<file path="config.mk">
export PLATFORM = sky130hd
export DESIGN_NAME = demux_o5_reg
export DESIGN_NICKNAME = d
export VERILOG_FILES = /design/src/rtl/demux_o5_reg.sv
export SDC_FILE = /design/constraint.sdc
export NUM_CORES = 1
export LEC_CHECK = 0
export CORE_ASPECT_RATIO = 0.8
export CORE_UTILIZATION = 48
export CTS_BUF_LIST = sky130_fd_sc_hd__clkbuf_4 sky130_fd_sc_hd__clkbuf_8
export DETAILED_ROUTE_END_ITERATION = 8
export PLACE_DENSITY = 0.81
export SETUP_SLACK_MARGIN = 0.15
export SKIP_CTS_REPAIR_TIMING = 1
export SYNTH_ARGS = -nofsm -noshare
export SYNTH_HDL_FRONTEND = slang
export SYNTH_SLANG_ARGS = --single-unit
</file>
<file path="constraint.sdc">
create_clock -name i_clk -period 1.8 [get_ports i_clk]
set_input_delay 0.36 -clock i_clk [delete_from_list [all_inputs] [get_ports i_clk]]
set_output_delay 0.36 -clock i_clk [all_outputs]
set_load 0.005 [all_outputs]
</file>
<file path="src/rtl/demux_o5_reg.sv">
// One-to-five registered demultiplexer: each output channel is a one-entry
// skid-free holding register; illegal selects are dropped and counted.
module demux_o5_reg #(
  parameter int DATA_WIDTH = 32
) (
  input  logic                  i_clk,
  input  logic                  i_rst_n,
  input  logic                  i_valid,
  input  logic [2:0]            i_select,
  input  logic [DATA_WIDTH-1:0] i_data,
  output logic                  o_ready,
  output logic [4:0]            o_valid,
  input  logic [4:0]            i_ready,
  output logic [DATA_WIDTH-1:0] o_data0,
  output logic [DATA_WIDTH-1:0] o_data1,
  output logic [DATA_WIDTH-1:0] o_data2,
  output logic [DATA_WIDTH-1:0] o_data3,
  output logic [DATA_WIDTH-1:0] o_data4,
  output logic                  o_err,
  output logic [7:0]            o_drop_cnt
);

  localparam int NCH = 5;

  // Handshake: a transfer happens on a rising edge where valid and ready are
  // both high; valid never waits on ready, and data is sampled only then.

  logic [NCH-1:0]        full_q, full_d;
  logic [DATA_WIDTH-1:0] data_q [NCH];
  logic [DATA_WIDTH-1:0] data_d [NCH];
  logic                  err_q, err_d;
  logic [7:0]            drop_cnt_q, drop_cnt_d;

  logic                  sel_legal;
  logic                  sel_free;
  logic                  accept;
  logic [NCH-1:0]        drain;
  logic [NCH-1:0]        load;

  always_comb begin
    sel_legal = (i_select <= 3'd4);
    drain     = full_q & i_ready;
    sel_free  = 1'b1;
    for (int k = 0; k < NCH; k++) begin
      if (sel_legal && (i_select == 3'(k))) begin
        sel_free = ~full_q[k] | i_ready[k];
      end
    end
    o_ready = sel_free;
    accept  = i_valid & sel_free;

    load = '0;
    for (int k = 0; k < NCH; k++) begin
      load[k]   = accept & sel_legal & (i_select == 3'(k));
      data_d[k] = load[k] ? i_data : data_q[k];
    end
    // A refill in the drain cycle keeps the flag set, so there is no bubble.
    full_d = (full_q & ~drain) | load;

    err_d      = accept & ~sel_legal;
    drop_cnt_d = drop_cnt_q;
    if (err_d && (drop_cnt_q != 8'hFF)) begin
      drop_cnt_d = drop_cnt_q + 8'd1;
    end
  end

  always_ff @(posedge i_clk or negedge i_rst_n) begin
    if (!i_rst_n) begin
      full_q     <= '0;
      err_q      <= 1'b0;
      drop_cnt_q <= '0;
      for (int k = 0; k < NCH; k++) begin
        data_q[k] <= '0;
      end
    end else begin
      full_q     <= full_d;
      err_q      <= err_d;
      drop_cnt_q <= drop_cnt_d;
      for (int k = 0; k < NCH; k++) begin
        data_q[k] <= data_d[k];
      end
    end
  end

  assign o_valid    = full_q;
  assign o_err      = err_q;
  assign o_drop_cnt = drop_cnt_q;
  assign o_data0    = data_q[0];
  assign o_data1    = data_q[1];
  assign o_data2    = data_q[2];
  assign o_data3    = data_q[3];
  assign o_data4    = data_q[4];

endmodule

</file>
==> results of run 1 <==
[layout make-up]
cell class,instances,area [µm²],share of cell area (%)
timing repair buffer,275,3209,30.49
sequential,174,4359,41.42
multi-input combinational,212,2255,21.42
clock buffer,18,247.7,2.354
clock inverter,14,214.0,2.033
tap,180,225.2,2.140
inverter,4,15.01,0.1427
[metal layers]
metal	vias up	routed length (µm)	track usage (%)
met1	2326	7293	28.67
met4	0	289	8.266
met3	24	1143	7.863
met2	151	9369	40.30
li1	2013	-	-
met5	-	0	0
[final timing paths]
path / start / depth (start not counted) / slack, ps / endpoint
setup / recovery: i_ready[0] / 5 / -280 / o_ready
hold / removal: i_valid / 3 / 320 / o_valid[4]
setup reg to reg: o_drop_cnt[0] / 5 / 230 / o_drop_cnt[1]
hold reg to reg: o_data4[2] / 1 / 490 / o_data4[2]
max in group asynchronous: i_rst_n / 3 / 720 / o_data3[1]
min in group asynchronous: i_rst_n / 2 / 460 / o_data3[23]
[cells in the final DEF, fill, tap and decap left out, drive strengths merged, types with 2 or more instances in the layout]
cell,n
nand2,7
mux2,164
dlymetal6s2s,178
clkdlybuf4s50,37
dfrtp,174
o21ai,2
o211ai,2
inv,6
a31oi,2
nand3,5
buf,58
xnor2,2
clkinv,7
nand2b,5
bufinv,5
nor3,2
clkbuf,19
nand4,4
[report_power, final]
part / internal, mW / leakage [nW] / total [mW] / switching (mW)
Combinational: 2.07 / 3.97 / 3.18 / 1.12
Clock: 1.69 / 0.237 / 3.10 / 1.40
Sequential: 4.77 / 2.09 / 5.25 / 0.477
[critical path, cell delays in order]
cell,delay (ps)
clkdlybuf4s50_1,450
or4b_4,530
a31oi_4,210
a31oi_1,60
clkbuf_2,120
[kinds of logic after synthesis]
group | Yosys count | synth area share (%)
mux | 165 | 27.69
compound gates | 11 | 1.362
buf+inv | 22 | 1.847
flops | 174 | 64.93
xor+xnor | 3 | 0.3919
simple gates | 32 | 3.601
fa+ha+maj | 1 | 0.1865
[registers in the layout (all words and copies together), names as in the netlist]
name	flops
o_valid	5
o_drop_cnt	8
o_data2	32
o_err	1
o_data1	32
o_data4	32
o_data3	32
o_data0	32
[through the flow]
step                cells  power, mW  TNS, ps  util, %
floorplan             408      6.174        0        -
global placement      818      8.378   -42920    69.00
detailed placement    818      8.536   -52170    69.00
CTS                   850      11.65   -813.1    72.40
global route          877      12.05   -313.4    77.40
finish                877      11.53   -284.4    77.40
==> impl_metrics.py, run 1 <==
metrics = {
    "cts": {
        "cts_buffers": 17,
        "cts_tree": "yes",
        "clkLatencyLatePin_ps": 450,
        "cts_max_level": 4,
        "cts_root_buffer": "clkbuf_8",
        "clock_path_buffers": 2,
        "cts_sinks": 174,
        "clk_pin_slew_ps": 90,
    },
    "timing": {
        "setup_ws_ps": -284.4,
        "report.final.slew_viol_count": 0,
        "max_slew_margin_pct": 61.54,
        "worst_slew_pin_slew_ps": 576.8,
        "finalHoldViolCount": 0,
        "min_period_ps": 2084,
        "finClkSkew_ps": 19.48,
        "max_freq_mhz": 479.8,
        "setup_violations": 1,
        "period_share_pct": 115.8,
        "whs_ps": 317.5,
        "rsz0062_at_grt": "yes",
    },
    "floorplanning": {
        "boundaryPins": 218,
        "floorplan.die.height_um": 107.7,
        "start_util_pct": 49.32,
        "die_area_um2": 14450,
        "die_w_um": 134.2,
        "rows": 38,
        "coreArea_um2": 13600,
    },
    "synthesis": {
        "yosysWarningCount": 0,
        "synth.distinct_cells": 34,
        "ys_ff_latch": 174,
        "synth_cells": 408,
        "synth_edf_count": 0,
        "avgSynthCellArea_um2": 16.44,
        "synth_top_area_cell": "dfrtp_1",
        "synth_ff_type": "dfrtp_1",
        "ys_seq_area_share_pct": 64.93,
        "syn_area_um2": 6706,
        "synth_commonest_cells": "174 x dfrtp_1, 98 x mux2_2, 66 x mux2_1",
        "synth_fp_nets": 452,
        "synthTopCellsByArea": "dfrtp_1 65%, mux2_2 16%, mux2_1 11%",
        "async_flop_share_pct": 100.0,
        "synth_top_area_share_pct": 64.93,
        "synth.most_common_cell": "dfrtp_1",
    },
    "routing": {
        "via_count": 4514,
        "drc": 0,
        "ant_nets": 0,
        "drt-initial-drc-count": 150,
        "drt-wirelength-per-cell_um": 20.63,
        "vias_per_cell": 5.147,
        "drt_first_pass_iters": 4,
        "wl_mm": 18.09,
    },
    "finish": {
        "fillers": 758,
        "antenna_cells": 0,
        "area.growth.synth_to_final_pct": 56.94,
        "drive_above_1_share_pct": 29.41,
        "nNetsFinal": 728,
        "fin_area_um2": 10530,
    },
    "global_route": {
        "globalRouteTotalUtil_pct": 23.84,
        "grt_pass1_vias": 4648,
        "grt_max_degree": 52,
        "antenna_found_initial": 0,
        "grt_pass1_wl_mm": 25.62,
        "grt_overflow": 0,
    },
    "status": {
        "status": "complete, but fails checks",
        "violations": "setup timing",
    },
    "critical_path": {
        "worstSetupStartpointType": "input port",
        "worst-setup-path-type": "input port to output pin",
        "crit_required_ps": 1440,
        "end_kind": "output pin",
        "cp_max_fo": 2,
        "cp.arrival_ps": 1720,
    },
    "power": {
        "vdd_drop_max_uv": 837.5,
        "leakagePower_nw": 6.300,
        "p_per_area_nw_per_um2": 1095,
    },
    "placement": {
        "place_congestion": 0.8545,
        "placed_cell_area_um2": 9383,
        "detailed_place_hpwl_mm": 11.91,
        "io_buffers": 217,
        "dp_worst_setup_slack_ps": -556.5,
    },
    "hold_path": {
        "worstHoldPathType": "input port to flop",
    },
    "flow_run": {
        "drv_cap": 0,
    },
}
(Power assumes the default switching activity.)
==> run 2: changes to the inputs <==
--- a/config.mk
+++ b/config.mk
@@ -5,8 +5,11 @@
 export SDC_FILE = /design/constraint.sdc
 export NUM_CORES = 1
 export LEC_CHECK = 0
+export CELL_PAD_IN_SITES_DETAIL_PLACEMENT = 0
+export CELL_PAD_IN_SITES_GLOBAL_PLACEMENT = 1
 export CORE_ASPECT_RATIO = 0.8
-export CORE_UTILIZATION = 48
+export CORE_MARGIN = 5
+export CORE_UTILIZATION = 39
 export CTS_BUF_LIST = sky130_fd_sc_hd__clkbuf_4 sky130_fd_sc_hd__clkbuf_8
 export DETAILED_ROUTE_END_ITERATION = 8
 export PLACE_DENSITY = 0.81
==> run 2 against run 1 <==
Effect of this change:
- the run still ends with setup timing left
- register-to-register slack worse by 20 ps
- sequential power hardly changed
- critical path depth is 1 lower
- hold slack worse by 13 ps
- total power is 3.9% lower
- highest routed layer unchanged
==> impl_metrics.py, run 2 (same netlist as run 1, synthesis figures left out) <==
metrics = {
    "status": {
        "status": "complete, but fails checks",
        "violations": "setup timing",
    },
    "finish": {
        "final_cell_mix": "175 x dlymetal6s2s_1, 170 x dfrtp_1, 98 x mux2_2, 65 x mux2_1, 51 x buf_4",
        "final_common_cell": "dlymetal6s2s_1",
        "drive_above_1_share_pct": 30.30,
        "antenna_cells": 0,
        "fin_area_um2": 10520,
        "nNetsFinal": 734,
        "fin_cells": 923,
        "area.growth.synth_to_final_pct": 56.85,
        "utilization_pct": 62.95,
    },
    "critical_path": {
        "worstSetupStartpointType": "flop",
        "r2r-start": "o_valid[4]",
        "endpoint": "o_ready",
        "worstRegToRegCells": 7,
        "cp_max_fo": 2,
        "startpoint": "o_valid[0]",
        "worst-setup-path-type": "flop to output pin",
        "cp.arrival_ps": 1650,
        "r2r-end": "o_data4[30]",
        "r2r_slack_ps": 210,
        "crit_required_ps": 1440,
        "end_kind": "output pin",
    },
    "cts": {
        "clk_pin_slew_ps": 90,
        "cts_max_level": 4,
        "cts_tree": "yes",
        "clock_path_buffers": 2,
        "cts_sinks": 174,
        "cts_buffers": 17,
        "cts_root_buffer": "clkbuf_8",
        "clkLatencyLatePin_ps": 460,
    },
    "power": {
        "p_per_area_nw_per_um2": 1054,
        "vdd_drop_max_uv": 635.6,
        "p_total_mw": 11.09,
        "leakagePower_nw": 6.242,
    },
    "global_route": {
        "grt_pass1_wl_mm": 27.85,
        "grt_overflow": 0,
        "grt_pass1_vias": 4937,
        "globalRouteTotalUtil_pct": 18.04,
        "grt_max_degree": 49,
        "antenna_found_initial": 0,
    },
    "placement": {
        "placed_cell_area_um2": 9423,
        "detailed_place_hpwl_mm": 12.70,
        "dp_cells": 860,
        "io_buffers": 217,
        "place_congestion": 0.8401,
        "dp_worst_setup_slack_ps": -613.9,
    },
    "timing": {
        "finClkSkew_ps": 20.69,
        "max_slew_margin_pct": 76.74,
        "period_share_pct": 111.4,
        "setup_ws_ps": -205.0,
        "fin_setup_tns_ps": -205.0,
        "max_freq_mhz": 498.8,
        "rsz0062_at_grt": "yes",
        "whs_ps": 304.1,
        "setup_violations": 1,
        "finalHoldViolCount": 0,
        "report.final.slew_viol_count": 0,
        "min_period_ps": 2005,
        "worst_slew_pin_slew_ps": 348.9,
    },
    "flow_run": {
        "drv_cap": 0,
    },
    "routing": {
        "drt_first_pass_iters": 4,
        "vias_per_cell": 4.896,
        "ant_nets": 0,
        "wl_mm": 18.60,
        "drt-initial-drc-count": 143,
        "via_count": 4519,
        "drt-wirelength-per-cell_um": 20.16,
        "drc": 0,
    },
    "floorplanning": {
        "rows": 42,
        "boundaryPins": 218,
        "die_w_um": 156.6,
        "coreArea_um2": 16710,
        "start_util_pct": 40.13,
        "die_area_um2": 19930,
        "floorplan.die.height_um": 127.3,
    },
    "hold_path": {
        "hold_start": "i_ready[0]",
        "worstHoldPathType": "input port to flop",
    },
}
==> run 2: area by class of cell <==
class	instances	area (µm²)
fillers	1224	6192
flip-flops and latches	174	4359
repair buffers	281	3226
multi-input cells	212	2246
well taps	220	275.3
clock buffers	18	247.7
clock inverters	14	150.1
inverters	4	15.01
==> run 2: worst min-delay path by stage <==
stage	to	slack, ps	cells past startpoint
floorplan	o_data0[0]	60	0
global placement	o_data3[22]	270	1
detailed placement	o_data1[22]	280	1
CTS	o_data4[24]	-240	1
global route	o_valid[0]	300	3
finish	o_valid[0]	300	3
==> run 2: report_power, final <==
part	leakage [nW]	switching [mW]	internal, mW	total (mW)
sequential	2.09	0.461	4.77	5.23
clock	0.192	1.52	1.18	2.70
combinational	3.96	1.09	2.06	3.16
total	6.24	3.07	8.01	11.1
==> run 2: layer usage <==
| metal | track usage [%] | share of wire [%] | vias to the layer above |
|---|---|---|---|
| met5 | 0 | 0 | - |
| met4 | 6.378 | 1.2 | 0 |
| met3 | 6.525 | 7.4 | 18 |
| met2 | 30.17 | 51 | 130 |
| met1 | 21.58 | 40 | 2335 |
| li1 | - | - | 2036 |
==> run 2: worst max-delay path: stages, from the launching register on <==
cell and delay, ps:
dfrtp_1 350, or4b_4 450, a31oi_1 190, a31oi_1 70
buf_2 140
